$ cat src/rtl/ifu_fetch_pkg.sv
// ifu_fetch_pkg
//   Shared definitions for the instruction-fetch stage: FSM state type,
//   default reset PC and the filler instruction used on fetch errors.
//   No ports; imported by ifu_fetch.
package ifu_fetch_pkg;

  // Fetch sequencer states. One instruction is handled at a time:
  // IDLE (post-reset settle), REQ (address out), WAIT (data back), HOLD (to decode).
  typedef enum logic [1:0] {
    S_IDLE = 2'd0,
    S_REQ  = 2'd1,
    S_WAIT = 2'd2,
    S_HOLD = 2'd3
  } fetch_state_e;

  localparam logic [31:0] RESET_PC_DEFAULT = 32'h8000_0000;
  localparam logic [31:0] NOP_INST_DEFAULT = 32'h0000_0013;  // addi x0, x0, 0

  // Redirect targets are word addresses; the two low bits carry no meaning.
  function automatic logic [31:0] word_align(input logic [31:0] addr);
    return addr & 32'hFFFF_FFFC;
  endfunction

endpackage

$ cat src/rtl/ifu_fetch.sv
// ifu_fetch
//   Instruction-fetch stage feeding decode. Owns the fetch PC, issues one
//   32-bit read at a time on an AXI4-Lite-style read channel and presents
//   {inst, pc, inst_fault} to decode on a valid/ready handshake. Redirects
//   from the back end restart fetch; a read already in flight on the stale
//   path is completed on the bus and its data dropped.
// Ports
//   clk, rst_n                  clock, asynchronous active-low reset
//   redirect_valid, redirect_pc one-cycle restart request and its target
//   arvalid, araddr, arready    read address channel
//   rvalid, rdata, rresp,rready read data channel (rresp != 0 = access fault)
//   inst, pc, inst_fault        fetched instruction record to decode
//   valid_next, ready_next      handshake with decode
module ifu_fetch
  import ifu_fetch_pkg::*;
#(
  parameter logic [31:0] RESET_PC = RESET_PC_DEFAULT,
  parameter logic [31:0] NOP_INST = NOP_INST_DEFAULT
) (
  input  logic        clk,
  input  logic        rst_n,
  input  logic        redirect_valid,
  input  logic [31:0] redirect_pc,
  output logic        arvalid,
  output logic [31:0] araddr,
  input  logic        arready,
  input  logic        rvalid,
  input  logic [31:0] rdata,
  input  logic [1:0]  rresp,
  output logic        rready,
  output logic [31:0] inst,
  output logic [31:0] pc,
  output logic        inst_fault,
  output logic        valid_next,
  input  logic        ready_next
);

  fetch_state_e state_q, state_d;
  logic [31:0]  fetch_pc_q, fetch_pc_d;
  logic         redir_pend_q, redir_pend_d;
  logic [31:0]  redir_pc_q, redir_pc_d;
  logic [31:0]  redirect_target;
  logic         capture;

  assign redirect_target = word_align(redirect_pc);

  // The read address is always the current fetch PC. fetch_pc only changes
  // outside REQ, so araddr is stable for the whole address phase.
  assign araddr = fetch_pc_q;

  // State, PC and pending-redirect registers. A redirect that arrives while a
  // read is on the bus cannot cancel it, so its target is parked in redir_pc
  // until the stale data returns and is thrown away.
  always_ff @(posedge clk or negedge rst_n) begin
    if (!rst_n) begin
      state_q      <= S_IDLE;
      fetch_pc_q   <= RESET_PC;
      redir_pend_q <= 1'b0;
      redir_pc_q   <= 32'h0000_0000;
    end else begin
      state_q      <= state_d;
      fetch_pc_q   <= fetch_pc_d;
      redir_pend_q <= redir_pend_d;
      redir_pc_q   <= redir_pc_d;
    end
  end

  // Instruction record shown to decode. Loaded only when a non-stale read
  // completes; an errored read is replaced by a NOP and flagged so decode can
  // raise the fetch fault at the right PC.
  always_ff @(posedge clk or negedge rst_n) begin
    if (!rst_n) begin
      inst       <= 32'h0000_0000;
      pc         <= 32'h0000_0000;
      inst_fault <= 1'b0;
    end else if (capture) begin
      inst       <= (rresp != 2'b00) ? NOP_INST : rdata;
      pc         <= fetch_pc_q;
      inst_fault <= (rresp != 2'b00);
    end
  end

  // Next-state logic. Handshake outputs decode the registered state only, so
  // there is no combinational path from rvalid/ready_next to arvalid/valid_next.
  // A redirect seen in the same cycle as returning read data skips the parking
  // register and goes straight to the new target; a newer redirect always
  // overwrites an older parked one.
  always_comb begin
    state_d      = state_q;
    fetch_pc_d   = fetch_pc_q;
    redir_pend_d = redir_pend_q;
    redir_pc_d   = redir_pc_q;
    capture      = 1'b0;
    arvalid      = 1'b0;
    rready       = 1'b0;
    valid_next   = 1'b0;

    case (state_q)
      S_IDLE: begin
        state_d = S_REQ;
        if (redirect_valid) fetch_pc_d = redirect_target;
      end

      S_REQ: begin
        arvalid = 1'b1;
        if (redirect_valid) begin
          redir_pend_d = 1'b1;
          redir_pc_d   = redirect_target;
        end
        if (arready) state_d = S_WAIT;
      end

      S_WAIT: begin
        rready = 1'b1;
        if (rvalid) begin
          if (redirect_valid) begin
            fetch_pc_d   = redirect_target;
            redir_pend_d = 1'b0;
            state_d      = S_REQ;
          end else if (redir_pend_q) begin
            fetch_pc_d   = redir_pc_q;
            redir_pend_d = 1'b0;
            state_d      = S_REQ;
          end else begin
            capture = 1'b1;
            state_d = S_HOLD;
          end
        end else if (redirect_valid) begin
          redir_pend_d = 1'b1;
          redir_pc_d   = redirect_target;
        end
      end

      S_HOLD: begin
        valid_next = 1'b1;
        if (redirect_valid) begin
          fetch_pc_d = redirect_target;
          state_d    = S_REQ;
        end else if (ready_next) begin
          fetch_pc_d = fetch_pc_q + 32'd4;
          state_d    = S_REQ;
        end
      end

      default: state_d = S_IDLE;
    endcase
  end

endmodule

$ cat config.mk
export PLATFORM = sky130hd
export DESIGN_NAME = ifu_fetch
export DESIGN_NICKNAME = d
export VERILOG_FILES = /design/src/rtl/ifu_fetch_pkg.sv /design/src/rtl/ifu_fetch.sv
export SDC_FILE = /design/constraint.sdc
export NUM_CORES = 1
export LEC_CHECK = 0
export BUFFER_PORTS_ARGS = -buffer_cell sky130_fd_sc_hd__buf_4
export CAP_MARGIN = 10
export CORE_AREA = 5 5 119 121
export DETAILED_ROUTE_END_ITERATION = 10
export DIE_AREA = 0 0 124 126
export GPL_ROUTABILITY_DRIVEN = 1
export MAX_ROUTING_LAYER = met4
export PLACE_DENSITY = 0.73
export SYNTH_ARGS = -nofsm -noshare
export SYNTH_HDL_FRONTEND = slang
export SYNTH_SLANG_ARGS = --single-unit
export TNS_END_PERCENT = 5
$ cat constraint.sdc
create_clock -name clk -period 2.2 [get_ports clk]
set_clock_uncertainty 0.2 [all_clocks]
set_input_delay 0.44 -clock clk [delete_from_list [all_inputs] [get_ports clk]]
set_output_delay 0.44 -clock clk [all_outputs]
set_load 0.01 [all_outputs]
==> summary.md, run 1 <==
| Metric | Value |
|---|---|
| Final Core Density | `0.643` |
| Least-Margin Pin Slew | `0.402 ns` |
| Run status | `finished, final reports clean` |
| Tmin final | `2.14 ns` |
| Fillers | `1042` |
| Post-synth cell types | `46` |
| Register area share after synthesis | `0.557` |
| Share of power burned in combinational logic | `0.386` |
| Post-synth EDFFs | `0` |
| Ys Warns | `0` |
| Placeable Area | `13000 um^2` |
| Grt total ovfl | `0` |
| Max-slew violation count | `0` |
| Switching pwr | `3760 uW` |
| Hold path depth | `2` |
| Post-Syn Instances | `567` |
| Vias in the first global route | `5417` |
| Req. time, crit path | `2.34 ns` |
| Predominant post-synthesis flop cell | `dfrtp_1` |
| Detail Route Antenna Nets | `0` |
| CTS tree | `yes` |
| Design Power | `11000 uW` |
| Power share of the sequential group | `0.363` |
| Crit-path cells | `nand4_2 > or4_4 > or4_4 > o31a_1 > o21ai_1` |
| Port bufs | `169` |
| Crit. End Element | `flip-flop` |
| Commonest non-fill, non-tap cell in the layout | `buf_4` |
| Post-DP Area | `7720 um^2` |
| Leakage Power | `0.00409 uW` |
| Post-Layout Cell Count | `956` |
| Placed wire-length estimate | `12500 um` |
| Fin. Hold Viols | `0` |
| Root cell of the clock tree | `clkbuf_16` |
| Critical path's largest stage delay | `0.55 ns` |
| CTS Buf Count | `17` |
| Final setup vio count | `0` |
| First-pass GRT wire length | `27800 um` |
| Ant. Diodes | `0` |
| Pint | `7190 uW` |
| Clock share of power | `0.250` |
| Drt wl/cell | `18.3 um` |
| Placed cell count | `924` |
| Cell mode on critical path | `or4_4` |
| H-tree levels | `4` |
| Worst relative slew slack | `0.732` |
| DR vias/cell | `5.65` |
| DR pass1 iterations | `5` |
| I/O pin count | `172` |
| Syn_area_per_cell | `10.5 um^2` |
| Area contributors post-synth | `dfrtp_1 55%, nand2_1 6.0%, mux2_2 5.7%, a22o_1 5.2%, o21ai_0 4.2%` |
| Share of cells above drive strength 1 | `0.381` |
| Cell count of the worst reg-to-reg path | `5` |
| Clock Latency Late Sink | `0.42 ns` |
| DR vias | `5398` |
| # clock sinks | `132` |
| Nets | `846` |
| Most frequent cells in the layout | `214 x buf_4, 128 x dfrtp_1, 94 x nand2_1` |
| Top-area cell type share of the netlist area | `0.553` |
| Clock Pin Slew Worst Setup and Hold Paths | `0.05 ns` |
| Post-synthesis async set-or-reset flop share | `1.00` |
| Maxcap violations | `0` |
| GRT Overall Usage | `0.235` |
| Hold crit path type | `input port to flip-flop` |
| Peak VDD IR | `0.000804 V` |
| # rows | `42` |
| Largest net degree at the start of global routing | `40` |
| # DRC | `0` |
| Flops & latches, synth | `132` |
| Tcrit/Tclk final | `0.972` |
| Worst-path fanout max | `2` |
| Synth Net Count | `645` |
| Final wirelength | `17500 um` |
| Area growth from synthesis to layout | `40.8%` |
| Highest clock rate | `468 MHz` |
| Final Wtd Congestion | `0.851` |
| Chip width | `124 um` |
| Post-route cell area | `8350 um^2` |
| Starting density of the core | `0.457` |
| Setup WS post-layout | `0.0622 ns` |
| Max clock buf depth | `2` |
| Initial drt markers | `342` |
| Yosys top cell by area | `dfrtp_1` |
| Mapped Area | `5930 um^2` |
| Setup crit start kind | `flip-flop` |
| Worst Path Arrival | `2.28 ns` |
| Place WS | `-0.0431 ns` |
| Crit Path Class | `flip-flop to flip-flop` |
| Die Y | `126 um` |
| Initial antenna violation count | `0` |
| Total die area | `15600 um^2` |
| Worst-path cell with the longest stage delay | `or4_4` |
| PwrDens | `1310 nW/um^2` |
| Switching share of power | `0.343` |
==> critical path, delay by kind of cell, from the launching register on <==
family	cells	cell delay, ns
compound gates	2	0.37
flops	1	0.37
simple gates	3	1.12
==> power by group through the flow <==
| stage | Combinational [uW] | Sequential, uW | Clock, uW |
|---|---|---|---|
| 3_5_place_dp | 4160 | 3990 | 0 |
| 3_3_place_gp | 4060 | 3930 | 0 |
| 5_1_grt | 4620 | 4090 | 2910 |
| 2_1_floorplan | 1910 | 4190 | 0 |
| 4_1_cts | 4210 | 3970 | 2790 |
| 6_report | 4230 | 3980 | 2740 |
==> layout make-up <==
type / count / area, um^2 / share of cell area
multi-input cells: 381 / 2490 / 0.298
clock buffers: 27 / 503 / 0.0602
well taps: 176 / 220 / 0.0264
repair buffers: 221 / 1700 / 0.204
flip-flops and latches: 132 / 3310 / 0.396
inverters: 15 / 58.8 / 0.00704
clock inverters: 4 / 70.1 / 0.00839
==> registers in the layout, summed over array words and instances (netlist names) <==
register / cells
araddr: 32
inst: 32
inst_fault: 1
pc: 32
redir_pc_q: 32
redir_pend_q: 1
state_q: 2
==> path summary, 6_finish.rpt <==
kind,end,slack [ns],from
setup / recovery,araddr[23],0.06,araddr[10]
hold / removal,inst[1],0.04,rdata[1]
setup reg to reg,araddr[23],0.06,araddr[10]
hold reg to reg,pc[20],0.28,pc[20]
max in group asynchronous,inst[28],0.73,rst_n
min in group asynchronous,pc[12],0.33,rst_n
==> repair_timing <==
| action | in CTS | in global routing |
|---|---|---|
| buffers inserted | 0 | 0 |
| hold buffers | 1 | 0 |
| gates resized for setup | 3 | 11 |
| pin swaps | 0 | 1 |
| setup endpoints to repair | 13 | 41 |
| hold endpoints to repair | 35 | 0 |
==> logic make-up (layout without fill, tap and decap cells) <==
| logic type | Yosys count | in the layout | share of synthesized area |
|---|---|---|---|
| muxes | 30 | 30 | 0.0570 |
| buffers and inverters | 54 | 267 | 0.0350 |
| and+or+nand+nor | 171 | 171 | 0.136 |
| DFF | 132 | 132 | 0.557 |
| adders and majority gates | 6 | 6 | 0.0127 |
| AOI/OAI and AO/OA | 174 | 174 | 0.202 |
==> per-stage QoR <==
stage | hold slack (ns) | TNS (ns)
6_report | 0.0420 | 0
5_1_grt | 0.0282 | -0.0161
4_1_cts | 0.0274 | 0
3_5_place_dp | 0.177 | -0.126
3_3_place_gp | 0.172 | 0
2_1_floorplan | -0.0556 | 0
==> cell usage after synthesis (all sizes together) (5+ instances only) <==
cell type,count
nand3,7
a221oi,6
nor3,5
a21oi,17
and2,6
mux2,30
and3,5
o22ai,8
nor2,20
nor4,7
buf,5
a22oi,16
o31a,9
ha,6
nand4,12
a31oi,10
inv,15
dfrtp,131
nand2,94
o21ai,51
clkbuf,34
a22o,35
==> routing by layer <==
metal,share of wire,track usage
met1,0.43,0.298
met2,0.47,0.366
met3,0.082,0.0534
met4,0.021,0.0909
met5,0,-
(Power assumes the default switching activity.)
==> inputs of run 2 (changes only) <==
--- a/config.mk
+++ b/config.mk
@@ -8,11 +8,12 @@
 export BUFFER_PORTS_ARGS = -buffer_cell sky130_fd_sc_hd__buf_4
 export CAP_MARGIN = 10
 export CORE_AREA = 5 5 119 121
+export CTS_CLUSTER_SIZE = 28
 export DETAILED_ROUTE_END_ITERATION = 10
 export DIE_AREA = 0 0 124 126
 export GPL_ROUTABILITY_DRIVEN = 1
 export MAX_ROUTING_LAYER = met4
-export PLACE_DENSITY = 0.73
+export PLACE_DENSITY = 0.75
 export SYNTH_ARGS = -nofsm -noshare
 export SYNTH_HDL_FRONTEND = slang
 export SYNTH_SLANG_ARGS = --single-unit
==> run 2 against run 1 <==
Effect of this change: via count is 1.1% higher; setup slack got worse by 0.045 ns; count of clock-buffer cells in the layout decreased by 1; global-route usage fell by 0.44 points; wire length up 1.4%; die area is the same; sequential share of layout area shrank 0.63 points; maximum frequency fell by 2.1%; register-to-register slack got worse by 0.04 ns; total power increased by 2.5%; sequential power barely moved; sequential cell count did not move; critical endpoint is now araddr[30]; largest power group unchanged; highest routed layer unchanged.
==> summary.md, run 2 (same netlist as run 1, synthesis figures left out) <==
| Metric | Value |
|---|---|
| Crit. End Element | `flip-flop (unchanged)` |
| Fillers | `1024 (was 1042)` |
| Worst-path fanout max | `27 (was 2)` |
| Hold crit path type | `input port to flip-flop (unchanged)` |
| Post-route cell area | `8480 um^2 (was 8350 um^2)` |
| # rows | `42 (unchanged)` |
| Initial drt markers | `431 (was 342)` |
| Least-Margin Pin Slew | `0.441 ns (was 0.402 ns)` |
| Final wirelength | `17800 um (was 17500 um)` |
| Share of cells above drive strength 1 | `0.388 (was 0.381)` |
| Clock Pin Slew Worst Setup and Hold Paths | `0.05 ns (about the same)` |
| Leakage Power | `0.00416 uW (was 0.00409 uW)` |
| Maxcap violations | `0 (unchanged)` |
| Ant. Diodes | `0 (unchanged)` |
| First-pass GRT wire length | `27300 um (was 27800 um)` |
| Root cell of the clock tree | `clkbuf_16 (unchanged)` |
| Crit Path Class | `flip-flop to flip-flop (unchanged)` |
| Worst relative slew slack | `0.706 (was 0.732)` |
| Die Y | `126 um (unchanged)` |
| Vias in the first global route | `5334 (was 5417)` |
| Final setup vio count | `0 (unchanged)` |
| Commonest non-fill, non-tap cell in the layout | `buf_4 (unchanged)` |
| GRT Overall Usage | `0.230 (was 0.235)` |
| H-tree levels | `4 (unchanged)` |
| Req. time, crit path | `2.30 ns (was 2.34 ns)` |
| I/O pin count | `172 (unchanged)` |
| Area growth from synthesis to layout | `43.0% (was 40.8%)` |
| Highest clock rate | `458 MHz (was 468 MHz)` |
| Total die area | `15600 um^2 (unchanged)` |
| Chip width | `124 um (unchanged)` |
| Max-slew violation count | `0 (unchanged)` |
| Fin. Hold Viols | `0 (unchanged)` |
| Max clock buf depth | `2 (unchanged)` |
| Setup crit start kind | `flip-flop (unchanged)` |
| RSZ-0062 raised after global routing | `yes` |
| CTS Buf Count | `17 (unchanged)` |
| Tmin final | `2.18 ns (was 2.14 ns)` |
| Tcrit/Tclk final | `0.992 (was 0.972)` |
| DR vias/cell | `5.67 (was 5.65)` |
| Clock Latency Late Sink | `0.41 ns (was 0.42 ns)` |
| Placed wire-length estimate | `12500 um (about the same)` |
| Worst Path Arrival | `2.28 ns (about the same)` |
| Grt total ovfl | `0 (unchanged)` |
| Fin Setup TNS | `0 ns (unchanged)` |
| Run status | `finished, final reports clean (unchanged)` |
| Peak VDD IR | `0.000712 V (was 0.000804 V)` |
| Placeable Area | `13000 um^2 (unchanged)` |
| Final Wtd Congestion | `0.871 (was 0.851)` |
| Initial antenna violation count | `0 (unchanged)` |
| DR pass1 iterations | `5 (unchanged)` |
| Drt wl/cell | `18.5 um (was 18.3 um)` |
| Detail Route Antenna Nets | `0 (unchanged)` |
| Post-Layout Cell Count | `962 (was 956)` |
| CTS tree | `yes (unchanged)` |
| Largest net degree at the start of global routing | `47 (was 40)` |
| Nets | `853 (was 846)` |
| Most frequent cells in the layout | `218 x buf_4, 129 x dfrtp_1, 94 x nand2_1 (was 214 x buf_4, 128 x dfrtp_1, 94 x nand2_1)` |
| # DRC | `0 (unchanged)` |
| DR vias | `5457 (was 5398)` |
| # clock sinks | `132 (unchanged)` |
| Placed cell count | `921 (was 924)` |
| Starting density of the core | `0.457 (unchanged)` |
| Post-DP Area | `7750 um^2 (was 7720 um^2)` |
| PwrDens | `1320 nW/um^2 (was 1310 nW/um^2)` |
| Design Power | `11200 uW (was 11000 uW)` |
| Port bufs | `169 (unchanged)` |
==> run 2: cell types whose count changed in the layout (fill, tap and decap cells not counted), sizes merged <==
cell    before  now
buf        220  227
clkbuf      27   26
==> run 2: critical path, stage by stage (launching register included) <==
cell	delay [ns]
dfrtp_1	0.43
inv_2	0.09
ha_4	0.19
inv_4	0.10
o22ai_2	0.10
or3_4	0.40
buf_12	0.17
a21o_1	0.16
a22o_1	0.22
==> run 2: power by group <==
| group | leakage, uW | switching [uW] | internal [uW] | total, uW |
|---|---|---|---|---|
| sequential | 0.00169 | 667 | 3320 | 3980 |
| combinational | 0.00219 | 2210 | 2270 | 4480 |
| clock | 0.000286 | 960 | 1800 | 2760 |
==> run 2: area by class of cell <==
cell class / instances / area (um^2) / area share
inverters: 15 / 58.8 / 0.00693
flip-flops and latches: 132 / 3310 / 0.390
well taps: 176 / 220 / 0.0260
multi-input cells: 381 / 2510 / 0.296
clock buffers: 26 / 509 / 0.0600
repair buffers: 228 / 1810 / 0.213
clock inverters: 4 / 70.1 / 0.00826
==> run 2: per-stage QoR <==
stage	util	hold slack, ns	setup WS (ns)
floorplan	-	-0.0556	0.0208
global placement	0.597	0.193	0.0136
detailed placement	0.597	0.201	-0.0682
CTS	0.644	0.0267	0.00199
global route	0.653	0.0312	-0.0231
finish	0.653	0.0452	0.0172
==> run 2: layer usage <==
metal  vias up  track usage  part of all wire
met5         -            -                 0
met2       259        0.355              0.48
met3        36       0.0475             0.081
li1       2488            -                 -
met4         0       0.0838             0.022
met1      2674        0.302              0.42
==> run 2: final timing paths <==
path,from,end,slack (ns),depth (start not counted)
setup / recovery,state_q[0],araddr[30],0.02,8
max in group asynchronous,rst_n,inst[8],0.82,3
hold / removal,rdata[4],inst[4],0.05,2
hold reg to reg,pc[10],pc[10],0.28,2
min in group asynchronous,rst_n,inst[23],0.34,2
setup reg to reg,state_q[0],araddr[30],0.02,8
==> run 2: timing repair <==
item / CTS / global route
endpoints found under the setup margin: 10 / 53
gates resized for setup: 2 / 11
setup buffers: 1 / 9
endpoints found under the hold margin: 41 / 0
pin swaps: 0 / 3
hold buffers: 1 / 0
